`src/rtl/uart_pkg.sv`:
```
// Shared types and constants for the UART receive path.
package uart_pkg;

  typedef enum logic [2:0] {
    IDLE,
    START,
    DATA,
    STOP,
    BRK_WAIT
  } uart_rx_state_t;

  localparam int DEFAULT_CLKS_PER_BIT = 868;
  localparam int UART_DATA_BITS       = 8;

endpackage

```
`src/rtl/uart_rx_if.sv`:
```
// Bus-side view of the UART receiver: FIFO pop port, occupancy and sticky error flags.
interface uart_rx_if
  import uart_pkg::*;
#(
  parameter int FIFO_DEPTH = 16
);
  localparam int CW = $clog2(FIFO_DEPTH + 1);

  logic                      rd_en_i;
  logic                      clr_err_i;
  logic [UART_DATA_BITS-1:0] rd_data_o;
  logic                      rx_valid_o;
  logic [CW-1:0]             fifo_count_o;
  logic                      overrun_o;
  logic                      frame_err_o;

  modport master (
    output rd_en_i, clr_err_i,
    input  rd_data_o, rx_valid_o, fifo_count_o, overrun_o, frame_err_o
  );

  modport slave (
    input  rd_en_i, clr_err_i,
    output rd_data_o, rx_valid_o, fifo_count_o, overrun_o, frame_err_o
  );

endinterface

```
`src/rtl/sync_fifo.sv`:
```
// Synchronous first-word-fall-through FIFO; the head entry is visible whenever not empty.
module sync_fifo #(
  parameter int WIDTH = 8,
  parameter int DEPTH = 16
) (
  input  logic                         clk_i,
  input  logic                         rst_ni,
  input  logic                         push_i,
  input  logic [WIDTH-1:0]             data_i,
  input  logic                         pop_i,
  output logic                         full_o,
  output logic                         empty_o,
  output logic [$clog2(DEPTH+1)-1:0]   count_o,
  output logic [WIDTH-1:0]             head_o
);
  localparam int AW = $clog2(DEPTH);
  localparam int CW = $clog2(DEPTH + 1);

  logic [WIDTH-1:0] mem_q [DEPTH];
  logic [AW-1:0]    wr_ptr_q, wr_ptr_d;
  logic [AW-1:0]    rd_ptr_q, rd_ptr_d;
  logic [CW-1:0]    count_q, count_d;
  logic             push_ok, pop_ok;

  assign full_o  = (count_q == CW'(DEPTH));
  assign empty_o = (count_q == '0);
  assign count_o = count_q;
  assign head_o  = empty_o ? '0 : mem_q[rd_ptr_q];

  // A push into a full FIFO is still accepted when the head leaves on the same cycle.
  assign push_ok = push_i && (!full_o || pop_i);
  assign pop_ok  = pop_i && !empty_o;

  always_comb begin
    wr_ptr_d = wr_ptr_q;
    rd_ptr_d = rd_ptr_q;
    count_d  = count_q;
    if (push_ok) wr_ptr_d = wr_ptr_q + AW'(1);
    if (pop_ok)  rd_ptr_d = rd_ptr_q + AW'(1);
    if (push_ok && !pop_ok)      count_d = count_q + CW'(1);
    else if (!push_ok && pop_ok) count_d = count_q - CW'(1);
  end

  always_ff @(posedge clk_i or negedge rst_ni) begin
    if (!rst_ni) begin
      wr_ptr_q <= '0;
      rd_ptr_q <= '0;
      count_q  <= '0;
    end else begin
      wr_ptr_q <= wr_ptr_d;
      rd_ptr_q <= rd_ptr_d;
      count_q  <= count_d;
    end
  end

  always_ff @(posedge clk_i) begin
    if (push_ok) mem_q[wr_ptr_q] <= data_i;
  end

endmodule

```
`src/rtl/uart_rx.sv`:
```
// 8N1 UART receiver: synchronises rx, frames bytes at mid-bit and queues them in a FWFT FIFO.
module uart_rx
  import uart_pkg::*;
#(
  parameter int CLKS_PER_BIT = DEFAULT_CLKS_PER_BIT,
  parameter int FIFO_DEPTH   = 16
) (
  input  logic     clk_i,
  input  logic     rst_ni,
  input  logic     rx_i,
  uart_rx_if.slave bus
);
  localparam int CNT_W = $clog2(CLKS_PER_BIT);
  localparam int CW    = $clog2(FIFO_DEPTH + 1);
  localparam logic [CNT_W-1:0] HALF_LIM = CNT_W'(CLKS_PER_BIT / 2 - 1);
  localparam logic [CNT_W-1:0] FULL_LIM = CNT_W'(CLKS_PER_BIT - 1);

  logic [1:0]                sync_q, sync_d;
  logic                      rx_s;
  uart_rx_state_t            state_q, state_d;
  logic [CNT_W-1:0]          cnt_q, cnt_d;
  logic [2:0]                bit_idx_q, bit_idx_d;
  logic [UART_DATA_BITS-1:0] shift_q, shift_d;
  logic                      frame_err_q, frame_err_d;
  logic                      overrun_q, overrun_d;
  logic                      push, frame_set, overrun_set;
  logic                      fifo_full, fifo_empty;
  logic [CW-1:0]             fifo_count;
  logic [UART_DATA_BITS-1:0] fifo_head;

  assign sync_d = {sync_q[0], rx_i};
  assign rx_s   = sync_q[1];

  always_ff @(posedge clk_i or negedge rst_ni) begin
    if (!rst_ni) sync_q <= 2'b11;
    else         sync_q <= sync_d;
  end

  always_comb begin
    state_d   = state_q;
    cnt_d     = cnt_q;
    bit_idx_d = bit_idx_q;
    shift_d   = shift_q;
    push      = 1'b0;
    frame_set = 1'b0;
    case (state_q)
      IDLE: begin
        cnt_d = '0;
        if (!rx_s) state_d = START;
      end
      START: begin
        if (cnt_q == HALF_LIM) begin
          cnt_d     = '0;
          bit_idx_d = '0;
          state_d   = rx_s ? IDLE : DATA;
        end else begin
          cnt_d = cnt_q + CNT_W'(1);
        end
      end
      DATA: begin
        if (cnt_q == FULL_LIM) begin
          cnt_d              = '0;
          shift_d[bit_idx_q] = rx_s;
          if (bit_idx_q == 3'd7) state_d = STOP;
          else                   bit_idx_d = bit_idx_q + 3'd1;
        end else begin
          cnt_d = cnt_q + CNT_W'(1);
        end
      end
      STOP: begin
        if (cnt_q == FULL_LIM) begin
          cnt_d = '0;
          if (rx_s) begin
            push    = 1'b1;
            state_d = IDLE;
          end else begin
            frame_set = 1'b1;
            state_d   = BRK_WAIT;
          end
        end else begin
          cnt_d = cnt_q + CNT_W'(1);
        end
      end
      // A held-low line must return high before a new start bit is accepted.
      BRK_WAIT: begin
        cnt_d = '0;
        if (rx_s) state_d = IDLE;
      end
      default: state_d = IDLE;
    endcase
  end

  assign overrun_set = push && fifo_full && !bus.rd_en_i;
  assign frame_err_d = frame_set   || (frame_err_q && !bus.clr_err_i);
  assign overrun_d   = overrun_set || (overrun_q && !bus.clr_err_i);

  always_ff @(posedge clk_i or negedge rst_ni) begin
    if (!rst_ni) begin
      state_q     <= IDLE;
      cnt_q       <= '0;
      bit_idx_q   <= '0;
      shift_q     <= '0;
      frame_err_q <= 1'b0;
      overrun_q   <= 1'b0;
    end else begin
      state_q     <= state_d;
      cnt_q       <= cnt_d;
      bit_idx_q   <= bit_idx_d;
      shift_q     <= shift_d;
      frame_err_q <= frame_err_d;
      overrun_q   <= overrun_d;
    end
  end

  sync_fifo #(
    .WIDTH (UART_DATA_BITS),
    .DEPTH (FIFO_DEPTH)
  ) u_fifo (
    .clk_i   (clk_i),
    .rst_ni  (rst_ni),
    .push_i  (push),
    .data_i  (shift_q),
    .pop_i   (bus.rd_en_i),
    .full_o  (fifo_full),
    .empty_o (fifo_empty),
    .count_o (fifo_count),
    .head_o  (fifo_head)
  );

  assign bus.rd_data_o    = fifo_head;
  assign bus.rx_valid_o   = !fifo_empty;
  assign bus.fifo_count_o = fifo_count;
  assign bus.overrun_o    = overrun_q;
  assign bus.frame_err_o  = frame_err_q;

endmodule

```
`src/flat_wrapper.sv`:
```
// flat-port wrapper written by rule: the top's interface ports become plain ports
module uart_rx_flat import uart_pkg::*;
#(
  parameter int CLKS_PER_BIT = DEFAULT_CLKS_PER_BIT,
  parameter int FIFO_DEPTH   = 16
)
  (clk_i, rst_ni, rx_i, bus_rd_en_i, bus_clr_err_i, bus_rd_data_o, bus_rx_valid_o, bus_fifo_count_o, bus_overrun_o, bus_frame_err_o);
  uart_rx_if #(.FIFO_DEPTH(FIFO_DEPTH)) bus_i ();
  input  logic clk_i;
  input  logic rst_ni;
  input  logic rx_i;
  input wire logic [$bits(bus_i.rd_en_i)-1:0] bus_rd_en_i;
  input wire logic [$bits(bus_i.clr_err_i)-1:0] bus_clr_err_i;
  output wire logic [$bits(bus_i.rd_data_o)-1:0] bus_rd_data_o;
  output wire logic [$bits(bus_i.rx_valid_o)-1:0] bus_rx_valid_o;
  output wire logic [$bits(bus_i.fifo_count_o)-1:0] bus_fifo_count_o;
  output wire logic [$bits(bus_i.overrun_o)-1:0] bus_overrun_o;
  output wire logic [$bits(bus_i.frame_err_o)-1:0] bus_frame_err_o;
  assign bus_i.rd_en_i = bus_rd_en_i;
  assign bus_i.clr_err_i = bus_clr_err_i;
  assign bus_rd_data_o = bus_i.rd_data_o;
  assign bus_rx_valid_o = bus_i.rx_valid_o;
  assign bus_fifo_count_o = bus_i.fifo_count_o;
  assign bus_overrun_o = bus_i.overrun_o;
  assign bus_frame_err_o = bus_i.frame_err_o;
  uart_rx #(.CLKS_PER_BIT(CLKS_PER_BIT), .FIFO_DEPTH(FIFO_DEPTH)) u_core (.clk_i(clk_i), .rst_ni(rst_ni), .rx_i(rx_i), .bus(bus_i));
endmodule
```
`config.mk`:
```
export PLATFORM = sky130hd
export DESIGN_NAME = uart_rx_flat
export DESIGN_NICKNAME = d
export VERILOG_FILES = /design/src/rtl/uart_pkg.sv /design/src/rtl/uart_rx_if.sv /design/src/rtl/sync_fifo.sv /design/src/rtl/uart_rx.sv /design/src/flat_wrapper.sv
export SDC_FILE = /design/constraint.sdc
export NUM_CORES = 1
export LEC_CHECK = 0
export CAP_MARGIN = 20
export CELL_PAD_IN_SITES_DETAIL_PLACEMENT = 1
export CELL_PAD_IN_SITES_GLOBAL_PLACEMENT = 2
export CORE_ASPECT_RATIO = 0.7
export CORE_MARGIN = 8
export CORE_UTILIZATION = 45
export CTS_CLUSTER_DIAMETER = 80
export DETAILED_ROUTE_END_ITERATION = 8
export PLACE_DENSITY = 0.78
export SYNTH_ARGS = -nofsm -noshare
export SYNTH_HDL_FRONTEND = slang
export SYNTH_SLANG_ARGS = --single-unit
```
`constraint.sdc`:
```
create_clock -name clk_i -period 3.75 [get_ports clk_i]
set_clock_uncertainty 0.05 [all_clocks]
set_input_delay 0.375 -clock clk_i [delete_from_list [all_inputs] [get_ports clk_i]]
set_output_delay 0.375 -clock clk_i [all_outputs]
set_load 0.01 [all_outputs]
```
==> flow_summary.json, run 1 <==
{
  "rsz0062_at_grt": "false",
  "grt_max_degree": 42,
  "r2r_slack_ns": 0.57,
  "synth_top_cell_area_share_pct": 52.7,
  "min_path_cells": 0,
  "cts_root_buffer": "clkbuf_16",
  "netlist_instances": 440,
  "syn_avg_cell_area_um2": 16.6,
  "grt_util_all_layers_pct": 16.4,
  "tns_ns": 0,
  "dr.pass1.iters": 4,
  "fillers": 1503,
  "drtAntennaViolNets": 0,
  "synth_top_area_cell": "edfxtp_1",
  "grt_antenna_before_repair": 0,
  "fin_util_pct": 51.7,
  "area_growth_pct": 14.1,
  "viasPerCell": 5.80,
  "r2r_end": "u_core.u_fifo.count_o[4]",
  "hold_path_end": "u_core.sync_q[1]",
  "fmax_mhz": 289,
  "critPathArrivalTime_ns": 3.03,
  "crit_slowest_cell": "mux4_2",
  "crit_path_cell_trace": "buf_4, mux4_2, mux2_2, o21ai_0, a21oi_1, clkdlybuf4s50_1",
  "grt.overflow.total": 0,
  "synth_edf_count": 128,
  "cp.required_ns": 3.32,
  "drtIter0Drc": 255,
  "outcome": "finished clean",
  "fp.dieArea_um2": 20600,
  "worstSetupPathType": "flop to output pin",
  "numPortBuffers": 20,
  "reg2reg_from": "u_core.u_fifo.count_o[0]",
  "leakage_nw": 3.19,
  "hold_slack_ns": 0.316,
  "cap_violations": 0,
  "post-route-period-util_pct": 92.2,
  "total_power_w": 0.00379,
  "start_kind": "flop",
  "ys_ff_latch": 169,
  "die_height_um": 123,
  "grt_pass1_wl_um": 25200,
  "hpwl_um": 10400,
  "clk_pin_slew_ns": 0.06,
  "asyncSetResetFlopFracSynth_pct": 24.3,
  "cp_max_fo": 21,
  "h-tree-depth": 4,
  "cts_hold_buf": 0,
  "cts_resized": 0,
  "start_util_pct": 45.3,
  "yosys_warnings": 0,
  "ys_top_cells_by_area": "edfxtp_1, dfrtp_1, mux4_2, mux2_2, ha_1",
  "cp-end-kind": "output pin",
  "powerDensity_nw_per_um2": 455,
  "nets": 488,
  "slew_headroom_pct": 39.3,
  "clkSinkCount": 169,
  "clk-insertion-delay-late_ns": 0.43,
  "routed_wl_um": 15800,
  "drive_gt1_share_pct": 22.7,
  "synthFlopType": "edfxtp_1",
  "irDropWorstVdd_uv": 290,
  "max_slew.worst_pin.slew_ns": 0.911,
  "route.detailed.drc": 0,
  "setup_viol": 0,
  "min-delay-start": "u_core.sync_q[0]",
  "ys_seq_area_share_pct": 66.8,
  "numCtsBuffers": 17,
  "clock_tree.buffer_depth": 2,
  "grt_pass1_vias": 4213,
  "hp-class": "flop to flop",
  "crit_path_max_incr_delay_ns": 0.57,
  "place_congestion": 0.817,
  "fin_crit_ns": 3.46,
  "rows": 39,
  "rr_worst_depth": 10,
  "setup_ws_ns": 0.292,
  "finalMaxSlewViolations": 0,
  "hold_violations": 0,
  "core_area_um2": 16100,
  "cts_tree": "done",
  "synth_cell_type_count": 51,
  "syn_area_um2": 7300,
  "fp.dieW_um": 168,
  "antenna_cells": 0,
  "post_cts_buffers": 0,
  "num_vias": 3976,
  "dp_slack_ns": 0.604,
  "wl_per_cell_um": 23.0,
  "syn-num-nets": 460,
  "ios": 21
}
==> flip-flops by register name, summed over array words and instances (netlist names), 3 cells and up <==
name                    cells
u_core.bit_idx_q            3
u_core.cnt_q               10
u_core.shift_q              8
u_core.state_q              3
u_core.u_fifo.count_o       5
u_core.u_fifo.mem_q       128
u_core.u_fifo.rd_ptr_q      4
u_core.u_fifo.wr_ptr_q      4
==> kinds of logic after synthesis <==
family | share of synthesized area (%)
AOI/OAI and AO/OA | 3.64
buffers and inverters | 1.97
muxes | 13.9
xor gates and xnor gates | 1.92
and+or+nand+nor | 9.12
DFF | 66.8
adders and majority gates | 2.67
==> worst max path at each step <==
stage,to,startpoint
after global placement,u_core.u_fifo.count_o[4],bus_rd_en_i
after global routing,bus_rd_data_o[1],u_core.u_fifo.rd_ptr_q[1]
after CTS,bus_rd_data_o[1],u_core.u_fifo.rd_ptr_q[1]
final,bus_rd_data_o[1],u_core.u_fifo.rd_ptr_q[1]
after floorplan,u_core.u_fifo.count_o[4],u_core.cnt_q[0]
after detailed placement,u_core.u_fifo.count_o[4],u_core.u_fifo.count_o[0]
==> power breakdown <==
part           switching, W  total [W]  internal, W
logic             0.0000115  0.0000183   0.00000683
clock network      0.000732    0.00177      0.00104
registers        0.00000328    0.00200      0.00199
==> metal layers <==
layer	global-route usage (%)	routed length, µm	up-vias
li1	-	-	1794
met1	22.7	7690	2097
met2	25.2	7190	73
met3	4.72	771	12
met4	4.50	142	0
met5	0	0	-
==> stage by stage <==
| step | cells | instance area [µm²] |
|---|---|---|
| 3_5_place_dp | 652 | 7700 |
| 5_1_grt | 686 | 8330 |
| 4_1_cts | 684 | 8300 |
| 3_3_place_gp | 652 | 7700 |
| 2_1_floorplan | 440 | 7300 |
| 6_report | 686 | 8330 |
==> cell usage after synthesis (8+ instances only) <==
| cell | count |
|---|---|
| mux2i_1 | 8 |
| mux4_2 | 32 |
| and3_2 | 13 |
| ha_1 | 14 |
| nor2_1 | 9 |
| dfrtp_1 | 39 |
| mux2_2 | 19 |
| inv_1 | 12 |
| nand2_1 | 12 |
| nand3_1 | 12 |
| xnor2_1 | 9 |
| edfxtp_1 | 128 |
| nor3_1 | 14 |
| o21ai_0 | 16 |
| a21oi_1 | 16 |
| clkbuf_1 | 10 |
==> critical path, delay by kind of cell (launching register included) <==
family	cells	cell delay, ns
AO/OA/AOI/OAI	2	0.35
multiplexers	2	0.85
flip-flops	1	0.43
buffers and inverters	2	0.96
==> layout by cell type, fill, tap and decap left out, types with 13 or more instances in the layout <==
cell               n
edfxtp_1         128
dfrtp_1           39
mux4_2            32
clkbuf_16         20
mux2_2            19
clkdlybuf4s50_1   19
o21ai_0           16
a21oi_1           16
nor3_1            14
ha_1              14
and3_2            13
==> area by class of cell <==
type / instances / area [µm²] / area share (%)
Clock buffer: 24 / 515 / 6.19
Clock inverter: 8 / 81.3 / 0.976
Inverter: 12 / 45.0 / 0.541
Multi-Input combinational cell: 239 / 2280 / 27.4
Sequential cell: 169 / 4870 / 58.5
Tap cell: 205 / 256 / 3.08
Timing Repair Buffer: 29 / 278 / 3.33
Note: power is estimated with default switching activity, not from simulation.
==> inputs of run 2 (changes only) <==
Settings changed: CORE_MARGIN 8 to default.
==> run 2 against run 1 <==
Against the previous run:
- core utilization is 0.92 points higher
- hold slack worse by 0.25 ns
- final cell count shrank 1.0%
- die area decreased by 19%
- sequential share of layout area grew 0.50 points
==> flow_summary.json, run 2 (same netlist as run 1, synthesis figures left out) <==
{
  "outcome": "finished clean",
  "hold_violations": 0,
  "fin_crit_ns": 3.27,
  "fp.dieArea_um2": 16700,
  "drtAntennaViolNets": 0,
  "rows": 38,
  "core_area_um2": 15700,
  "post_cts_buffers": 0,
  "setup_viol": 0,
  "irDropWorstVdd_uv": 299,
  "grt_max_degree": 42,
  "ios": 21,
  "cts_hold_buf": 0,
  "area_growth_pct": 13.2,
  "cap_violations": 0,
  "finalMaxSlewViolations": 0,
  "clkSinkCount": 169,
  "cp-startpoint": "u_core.u_fifo.rd_ptr_q[1]",
  "start_util_pct": 46.5,
  "fmax_mhz": 306,
  "cp_max_fo": 18,
  "reg_top3": "u_core.u_fifo.mem_q x128, u_core.cnt_q x10, u_core.shift_q x8",
  "drtIter0Drc": 263,
  "crit_path_max_incr_delay_ns": 0.75,
  "grt_antenna_before_repair": 0,
  "start_kind": "flop",
  "grt.overflow.total": 0,
  "clock_tree.buffer_depth": 2,
  "drive_gt1_share_pct": 22.5,
  "wl_per_cell_um": 24.0,
  "dr.pass1.iters": 4,
  "rsz0062_at_grt": "false",
  "layout_common_cells": "edfxtp_1, dfrtp_1, mux4_2",
  "die_height_um": 109,
  "nets": 486,
  "num_vias": 3958,
  "slew_headroom_pct": 34.1,
  "clk_pin_slew_ns": 0.06,
  "clk-insertion-delay-late_ns": 0.42,
  "cts_tree": "done",
  "cp.required_ns": 3.32,
  "regMostFlops": "u_core.u_fifo.mem_q",
  "antenna_cells": 0,
  "cts_root_buffer": "clkbuf_16",
  "leakage_nw": 3.14,
  "route.detailed.drc": 0,
  "max_slew.worst_pin.slew_ns": 0.988,
  "hpwl_um": 10500,
  "viasPerCell": 5.83,
  "tns_ns": 0,
  "numPortBuffers": 20,
  "grt_pass1_wl_um": 25200,
  "reg2reg_from": "u_core.u_fifo.count_o[1]",
  "place_congestion": 0.765,
  "cts_resized": 0,
  "routed_wl_um": 16300,
  "crit_path_cell_trace": "mux4_2, mux2_2, o21ai_0, a21oi_1, clkdlybuf4s50_1",
  "numCtsBuffers": 17,
  "worstSetupPathType": "flop to output pin",
  "crit_slowest_cell": "dfrtp_2",
  "grt_pass1_vias": 4212,
  "total_power_w": 0.00370,
  "post-route-period-util_pct": 87.2,
  "h-tree-depth": 4,
  "fin_util_pct": 52.6,
  "powerDensity_nw_per_um2": 448,
  "mostFrequentLayoutCell": "edfxtp_1",
  "hp-class": "input pin to async pin",
  "largest_reg_flops": 128,
  "critPathArrivalTime_ns": 2.84,
  "hold_slack_ns": 0.0614,
  "grt_util_all_layers_pct": 21.2,
  "cp-end-kind": "output pin",
  "fp.dieW_um": 154
}
==> run 2: worst paths after layout <==
check / to / slack (ns) / cells after the start
hold / removal: u_core.state_q[2] / 0.06 / 1
setup reg to reg: u_core.u_fifo.count_o[4] / 0.48 / 10
hold reg to reg: u_core.sync_q[1] / 0.31 / 0
setup / recovery: bus_rd_data_o[0] / 0.48 / 5
max in group asynchronous: u_core.u_fifo.rd_ptr_q[1] / 2.90 / 1
min in group clk_i: u_core.sync_q[0] / 0.31 / 1
==> run 2: layer usage <==
metal  global-route usage, %  routed length [µm]  vias to the layer above
li1                        -                   -                     1791
met1                    29.9                7680                     2072
met2                    33.1                7710                       81
met3                    4.97                 711                       14
met4                    6.29                 183                        0
met5                       0                   0                        -
==> run 2: per-stage QoR <==
stage	area, µm²	cells	setup WS [ns]
after floorplan	7300	440	0.838
after global placement	7700	647	0.724
after detailed placement	7700	647	0.533
after CTS	8260	679	0.387
after global routing	8260	679	0.209
final	8260	679	0.480
==> run 2: worst max-delay path: cells and delay by family (launching register included) <==
family	cells	cell delay, ns
buffers and inverters	1	0.51
multiplexers	2	0.86
flip-flops	1	0.75
AO/OA/AOI/OAI	2	0.29
==> run 2: final cells by class <==
class	count	area (µm²)
inverter	12	45.0
tap	200	250
fill	1479	7430
timing repair buffer	27	248
sequential	169	4870
clock inverter	12	126
multi-input combinational	239	2280
clock buffer	20	437
==> run 2: power breakdown <==
group	leakage, nW	internal (W)	total (W)	switching (W)
combinational	0.867	0.00000405	0.0000146	0.0000106
sequential	2.02	0.00199	0.00200	0.00000286
clock	0.250	0.000975	0.00169	0.000716
==> inputs of run 3 (changes only) <==
Settings changed: SKIP_LAST_GASP from default to 1.
==> results of run 3 <==
Final layout, timing and power as in run 2 (identical DEF).
==> RTL change 1, RTL diff (flow settings as in run 1) <==
The 5 states of `uart_rx_state_t` get a one-hot encoding in 5 bits.
--- a/src/rtl/uart_pkg.sv
+++ b/src/rtl/uart_pkg.sv
@@ -2,10 +2,10 @@
 package uart_pkg;
 
-  typedef enum logic [2:0] {
-    IDLE,
-    START,
-    DATA,
-    STOP,
-    BRK_WAIT
+  typedef enum logic [4:0] {
+    IDLE     = 5'b00001,
+    START    = 5'b00010,
+    DATA     = 5'b00100,
+    STOP     = 5'b01000,
+    BRK_WAIT = 5'b10000
   } uart_rx_state_t;
 
Behaviour: same outputs for any inputs over 10 cycles, from zero or initial values and one cycle with rst_ni low; not proved beyond that.
==> RTL change 1 against run 1 <==
First-iteration DRC count grew 13%; utilization grew 1.2 points; non-clock buffer count grew 10; setup slack lost 70 ps; sequential cell count grew 2; area after synthesis grew 2.3%; design area grew 3.5%; routed wire length grew 3.3%; via count grew 4.0%.
Power is not compared: it rests on default switching activity, and its combinational part moved more than twofold at a synthesized area within 25%.
==> RTL change 1: results (changes against run 1) <==
stage,metric,value,unit,change
placed_design,routability cong.,0.797,,was 0.817
drt,vias per inst,5.67,,was 5.80
drt,DR pass1 iterations,6,,was 4
global_route,GRT Total Usage,0.170,,was 0.164
yosys,Unique masters post-synth,53,,was 51
drt,number of DRC markers in iteration 0,288,,was 255
yosys,synth cell count leaders,"edfxtp_1 (128), dfrtp_1 (40), mux4_2 (33)",,"was edfxtp_1 (128), dfrtp_1 (39), mux4_2 (32)"
setup_path,slowest cell on the critical path,mux4_1,,was mux4_2
global_route,vias in the first global route,4455,,was 4213
setup_path,crit-path max cell delay,660,ps,was 570 ps
setup_path,CP startpoint,u_core.u_fifo.rd_ptr_q[0],,was u_core.u_fifo.rd_ptr_q[1]
placed_design,Post-DP HPWL,11.2,mm,was 10.4 mm
setup_path,"delay-heaviest family, CP",multiplexers,,was buffers and inverters
cells_and_area,Layout Cells excl Fill,730,,was 686
yosys,Gate Count Post-Synth,457,,was 440
setup_path,"reg-to-reg slack, setup",370,ps,was 570 ps
cells_and_area,share of cells above drive strength 1,0.220,,was 0.227
cells_and_area,multi-input combinational cell area,2360,um^2,was 2280 um^2
yosys,Synth async-reset ratio,0.251,,was 0.243
hold_path,HP Class,input pin to register,,was register to register
cells_and_area,comb_multi_in,240,,was 239
outcome,outcome,"finished, final reports clean",,unchanged
global_route,largest net degree at the start of global routing,44,,was 42
cells_and_area,nonclk inv count,23,,was 12
cells_and_area,bufs w/o clock,39,,was 29
placed_design,Area after DPL,8000,um^2,was 7700 um^2
cells_and_area,Layout clock area frac,0.0687,,was 0.0717
cells_and_area,# nets final,511,,was 488
clocking,CTS Sinks,171,,was 169
cells_and_area,Signal buf overhead,0.0438,,was 0.0333
yosys,ranking of synthesized cells by area,"edfxtp_1 (51%), dfrtp_1 (13%), mux4_2 (10%)",,"was edfxtp_1 (53%), dfrtp_1 (13%), mux4_2 (9.9%)"
drt,total wire length,16.3,mm,was 15.8 mm
setup_path,Crit Path Max Fanout,24,,was 21
hold_path,Hold Startpoint,rx_i,,was u_core.sync_q[0]
cells_and_area,filler instances,1568,,was 1503
placed_design,pre-CTS setup slack,353,ps,was 604 ps
drt,routed wl met2,7.56,mm,was 7.19 mm
global_route,met1 Use GR,0.232,,was 0.227
placed_design,DP Cell Count,696,,was 652
cells_and_area,Post-Route Utilization,0.529,,was 0.517
yosys,top-area cell type share of the netlist area,0.515,,was 0.527
cells_and_area,Reg area,4920,um^2,was 4870 um^2
setup_path,Reg2Reg Launch Point,u_core.cnt_q[0],,was u_core.u_fifo.count_o[0]
drt,M1 WL,7.96,mm,was 7.69 mm
setup_path,critical path data arrival time,3100,ps,was 3030 ps
RTL change 1: changes by cell type in the layout (fill, tap and decap cells not counted), moves of 9 or more:
| cell | before | now |
|---|---|---|
| nor2_1 | 9 | 18 |
| inv_1 | 12 | 21 |
| and3_2 | 13 | 0 |
| a21oi_1 | 16 | 6 |
| and2_1 | 2 | 15 |
RTL change 1: kinds of logic after synthesis:
family | share of synthesized area
XOR/XNOR | 0.0176
multiplexers | 0.143
AND/OR/NAND/NOR | 0.0809
AO/OA/AOI/OAI | 0.0459
buffers and inverters | 0.0285
flip-flops | 0.659
adder cells (fa/ha/maj) | 0.0245
RTL change 1: worst min path at each step:
| stage | to | slack [ps] | cells after the start |
|---|---|---|---|
| floorplan | u_core.bit_idx_q[0] | 30 | 0 |
| global placement | u_core.sync_q[1] | 300 | 0 |
| finish | u_core.sync_q[0] | 290 | 1 |
| global route | u_core.sync_q[0] | 290 | 1 |
| detailed placement | u_core.sync_q[1] | 300 | 0 |
| CTS | u_core.state_q[2] | 100 | 1 |
==> RTL change 2, RTL diff (settings of run 1) <==
Made on the original files. `FIFO_DEPTH` is set to 16 in 3 places; all go to 8.
--- a/src/rtl/uart_rx_if.sv
+++ b/src/rtl/uart_rx_if.sv
@@ -3,5 +3,5 @@
   import uart_pkg::*;
 #(
-  parameter int FIFO_DEPTH = 16
+  parameter int FIFO_DEPTH = 8
 );
   localparam int CW = $clog2(FIFO_DEPTH + 1);
--- a/src/rtl/uart_rx.sv
+++ b/src/rtl/uart_rx.sv
@@ -4,5 +4,5 @@
 #(
   parameter int CLKS_PER_BIT = DEFAULT_CLKS_PER_BIT,
-  parameter int FIFO_DEPTH   = 16
+  parameter int FIFO_DEPTH   = 8
 ) (
   input  logic     clk_i,
--- a/src/flat_wrapper.sv
+++ b/src/flat_wrapper.sv
@@ -3,5 +3,5 @@
 #(
   parameter int CLKS_PER_BIT = DEFAULT_CLKS_PER_BIT,
-  parameter int FIFO_DEPTH   = 16
+  parameter int FIFO_DEPTH   = 8
 )
   (clk_i, rst_ni, rx_i, bus_rd_en_i, bus_clr_err_i, bus_rd_data_o, bus_rx_valid_o, bus_fifo_count_o, bus_overrun_o, bus_frame_err_o);
Interface: changed (resized bus_fifo_count_o); port bits go from 21 to 20. The function was not compared with the original's and may differ.
==> RTL change 2 against run 1 <==
Count of clock-buffer cells in the layout down 12; fmax up 11%; global-route usage down 2.1 points; sequential cell count down 67; area after synthesis down 39%; non-clock buffer count unchanged; first-iteration DRC count down 16%; via count down 37%; sequential power down 41%; design area down 39%; total power down 46%; setup slack better by 350 ps; synthesized cell count down 33%; routed wire length down 44%.
==> RTL change 2: results (changes against run 1) <==
stage,metric,value,unit,change
setup_path,"delay-heaviest family, CP",simple AND/OR/NAND/NOR gates,,was buffers and inverters
global_route,met3 GRT Util,0.0398,,was 0.0472
yosys,Synth async-reset ratio,0.373,,was 0.243
clocking,Root Buffer Master,clkbuf_16,,unchanged
cells_and_area,share of cells above drive strength 1,0.180,,was 0.227
clocking,latest clock arrival within the worst-skew pair,340,ps,was 430 ps
setup_path,Crit Path Max Fanout,8,,was 21
global_route,first-pass GRT wire length,14.5,mm,was 25.2 mm
clocking,post_cts resized,0,,unchanged
setup_path,Reg2Reg Launch Point,u_core.cnt_q[2],,was u_core.u_fifo.count_o[0]
clocking,H-tree depth,3,,was 4
clocking,number of CTS-inserted buffers,9,,was 17
timing,Tcrit/Tclk final,0.828,,was 0.922
pwr,worst IR drop on VDD,0.242,mV,was 0.290 mV
cells_and_area,Top Registers,"u_core.u_fifo.mem_q: 64 flops, u_core.cnt_q: 10 flops, u_core.shift_q: 8 flops",,"was u_core.u_fifo.mem_q: 128 flops, u_core.cnt_q: 10 flops, u_core.shift_q: 8 flops"
yosys,sequential share of the synthesized area,0.646,,was 0.668
global_route,vias in the first global route,2597,,was 4213
yosys,Post-synth EDFFs,64,,was 128
placed_design,Post-DP HPWL,6.28,mm,was 10.4 mm
drt,number of DRC markers in iteration 0,214,,was 255
drt,DR pass1 iterations,4,,unchanged
setup_path,Reg-to-Reg End,u_core.u_fifo.count_o[3],,was u_core.u_fifo.count_o[4]
setup_path,slowest cell on the critical path,dfrtp_1,,was mux4_2
setup_path,CP Launch Type,register,,unchanged
global_route,largest net degree at the start of global routing,39,,was 42
yosys,synth cell count leaders,"edfxtp_1 (64), dfrtp_1 (36), nor2_1 (28)",,"was edfxtp_1 (128), dfrtp_1 (39), mux4_2 (32)"
timing,Worst slew margin,0.402,,was 0.393
setup_path,crit-path max cell delay,480,ps,was 570 ps
global_route,met2 usage,0.209,,was 0.252
hold_path,HP Class,input pin to async pin,,was register to register
global_route,met1 Use GR,0.202,,was 0.227
yosys,ranking of synthesized cells by area,"edfxtp_1 (43%), dfrtp_1 (20%), mux4_2 (8.1%)",,"was edfxtp_1 (53%), dfrtp_1 (13%), mux4_2 (9.9%)"
yosys,YS warnings,0,,unchanged
cells_and_area,ant diodes,0,,unchanged
placed_design,PortBufs,19,,was 20
pwr,leakage,2.07,nW,was 3.19 nW
cells_and_area,# nets final,337,,was 488
setup_path,crit end category,register,,was output pin
placed_design,routability cong.,0.787,,was 0.817
drt,vias after detailed routing,2515,,was 3976
global_route,GRT Total Usage,0.144,,was 0.164
placed_design,pre-CTS setup slack,637,ps,was 604 ps
setup_path,r2r worst-path depth,11,,was 10
outcome,outcome,"finished, final reports clean",,unchanged
drt,wire per inst,19.6,um,was 23.0 um
yosys,Unique masters post-synth,48,,was 51
yosys,Mapped Nets,310,,was 460
==> RTL change 2: changes by cell type in the layout (fill, tap and decap cells not counted), moves of 4 or more <==
| cell | change |
|---|---|
| nand3b_1 | +4 |
| clkbuf_16 | -11 |
| or3_1 | -4 |
| mux2_2 | -12 |
| mux4_2 | -16 |
| nor4_1 | -4 |
| nor3_1 | -9 |
| and3_2 | -13 |
| a21oi_1 | -12 |
| nor2_1 | +19 |
| ha_1 | -5 |
| o21ai_0 | -6 |
| edfxtp_1 | -64 |
==> RTL change 2: how the worst min path moves through the flow <==
stage,from,end,cells after the start
floorplan,rst_ni,u_core.bit_idx_q[0],0
global placement,u_core.sync_q[0],u_core.sync_q[1],0
detailed placement,u_core.sync_q[0],u_core.sync_q[1],0
CTS,rst_ni,u_core.cnt_q[1],1
global route,rst_ni,u_core.cnt_q[0],1
finish,rst_ni,u_core.cnt_q[1],1
==> RTL change 2: cells by family (layout without fill, tap and decap cells) <==
family | Yosys count | in the layout | synth area share
AOI/OAI and AO/OA | 27 | 27 | 0.0391
xor gates and xnor gates | 14 | 14 | 0.0276
adders and majority gates | 10 | 10 | 0.0298
buffers and inverters | 22 | 54 | 0.0205
DFF | 102 | 102 | 0.646
muxes | 34 | 34 | 0.126
and+or+nand+nor | 86 | 86 | 0.111
==> RTL change 2: power breakdown <==
part	internal (mW)	switching, mW
Clock	0.466	0.363
Sequential	1.19	0.00220
Combinational	0.00366	0.00996
==> RTL change 2: per-layer routing <==
metal | up-vias | wire length [um]
met5 | - | 0
met1 | 1277 | 4240
met3 | 5 | 697
met4 | 0 | 47
met2 | 67 | 3920
li1 | 1166 | -
==> RTL change 2: metrics by stage <==
| step | instances | hold slack, ps | instance area, um^2 |
|---|---|---|---|
| floorplan | 295 | 29.4 | 4450 |
| global placement | 439 | 299 | 4810 |
| detailed placement | 439 | 300 | 4810 |
| CTS | 455 | 142 | 5080 |
| global route | 455 | 175 | 5080 |
| finish | 455 | 117 | 5080 |
==> RTL change 2: final cells by class <==
type                       instances  area [um^2]
sequential                       102         2880
multi-input combinational        171         1480
timing repair buffer              29          260
clock buffer                      12          246
inverter                           9         33.8
clock inverter                     4         23.8
tap                              128          160
fill                             932         4570
==> RTL change 2: worst register-to-register path: stages (launching register included) <==
cell	delay, ps
dfrtp_1	480
nor3b_4	370
and4_1	420
and4_1	390
ha_1	230
inv_1	90
ha_1	270
a21o_1	170
a21oi_1	180
xnor2_1	140
nor2_1	60
xor2_1	140
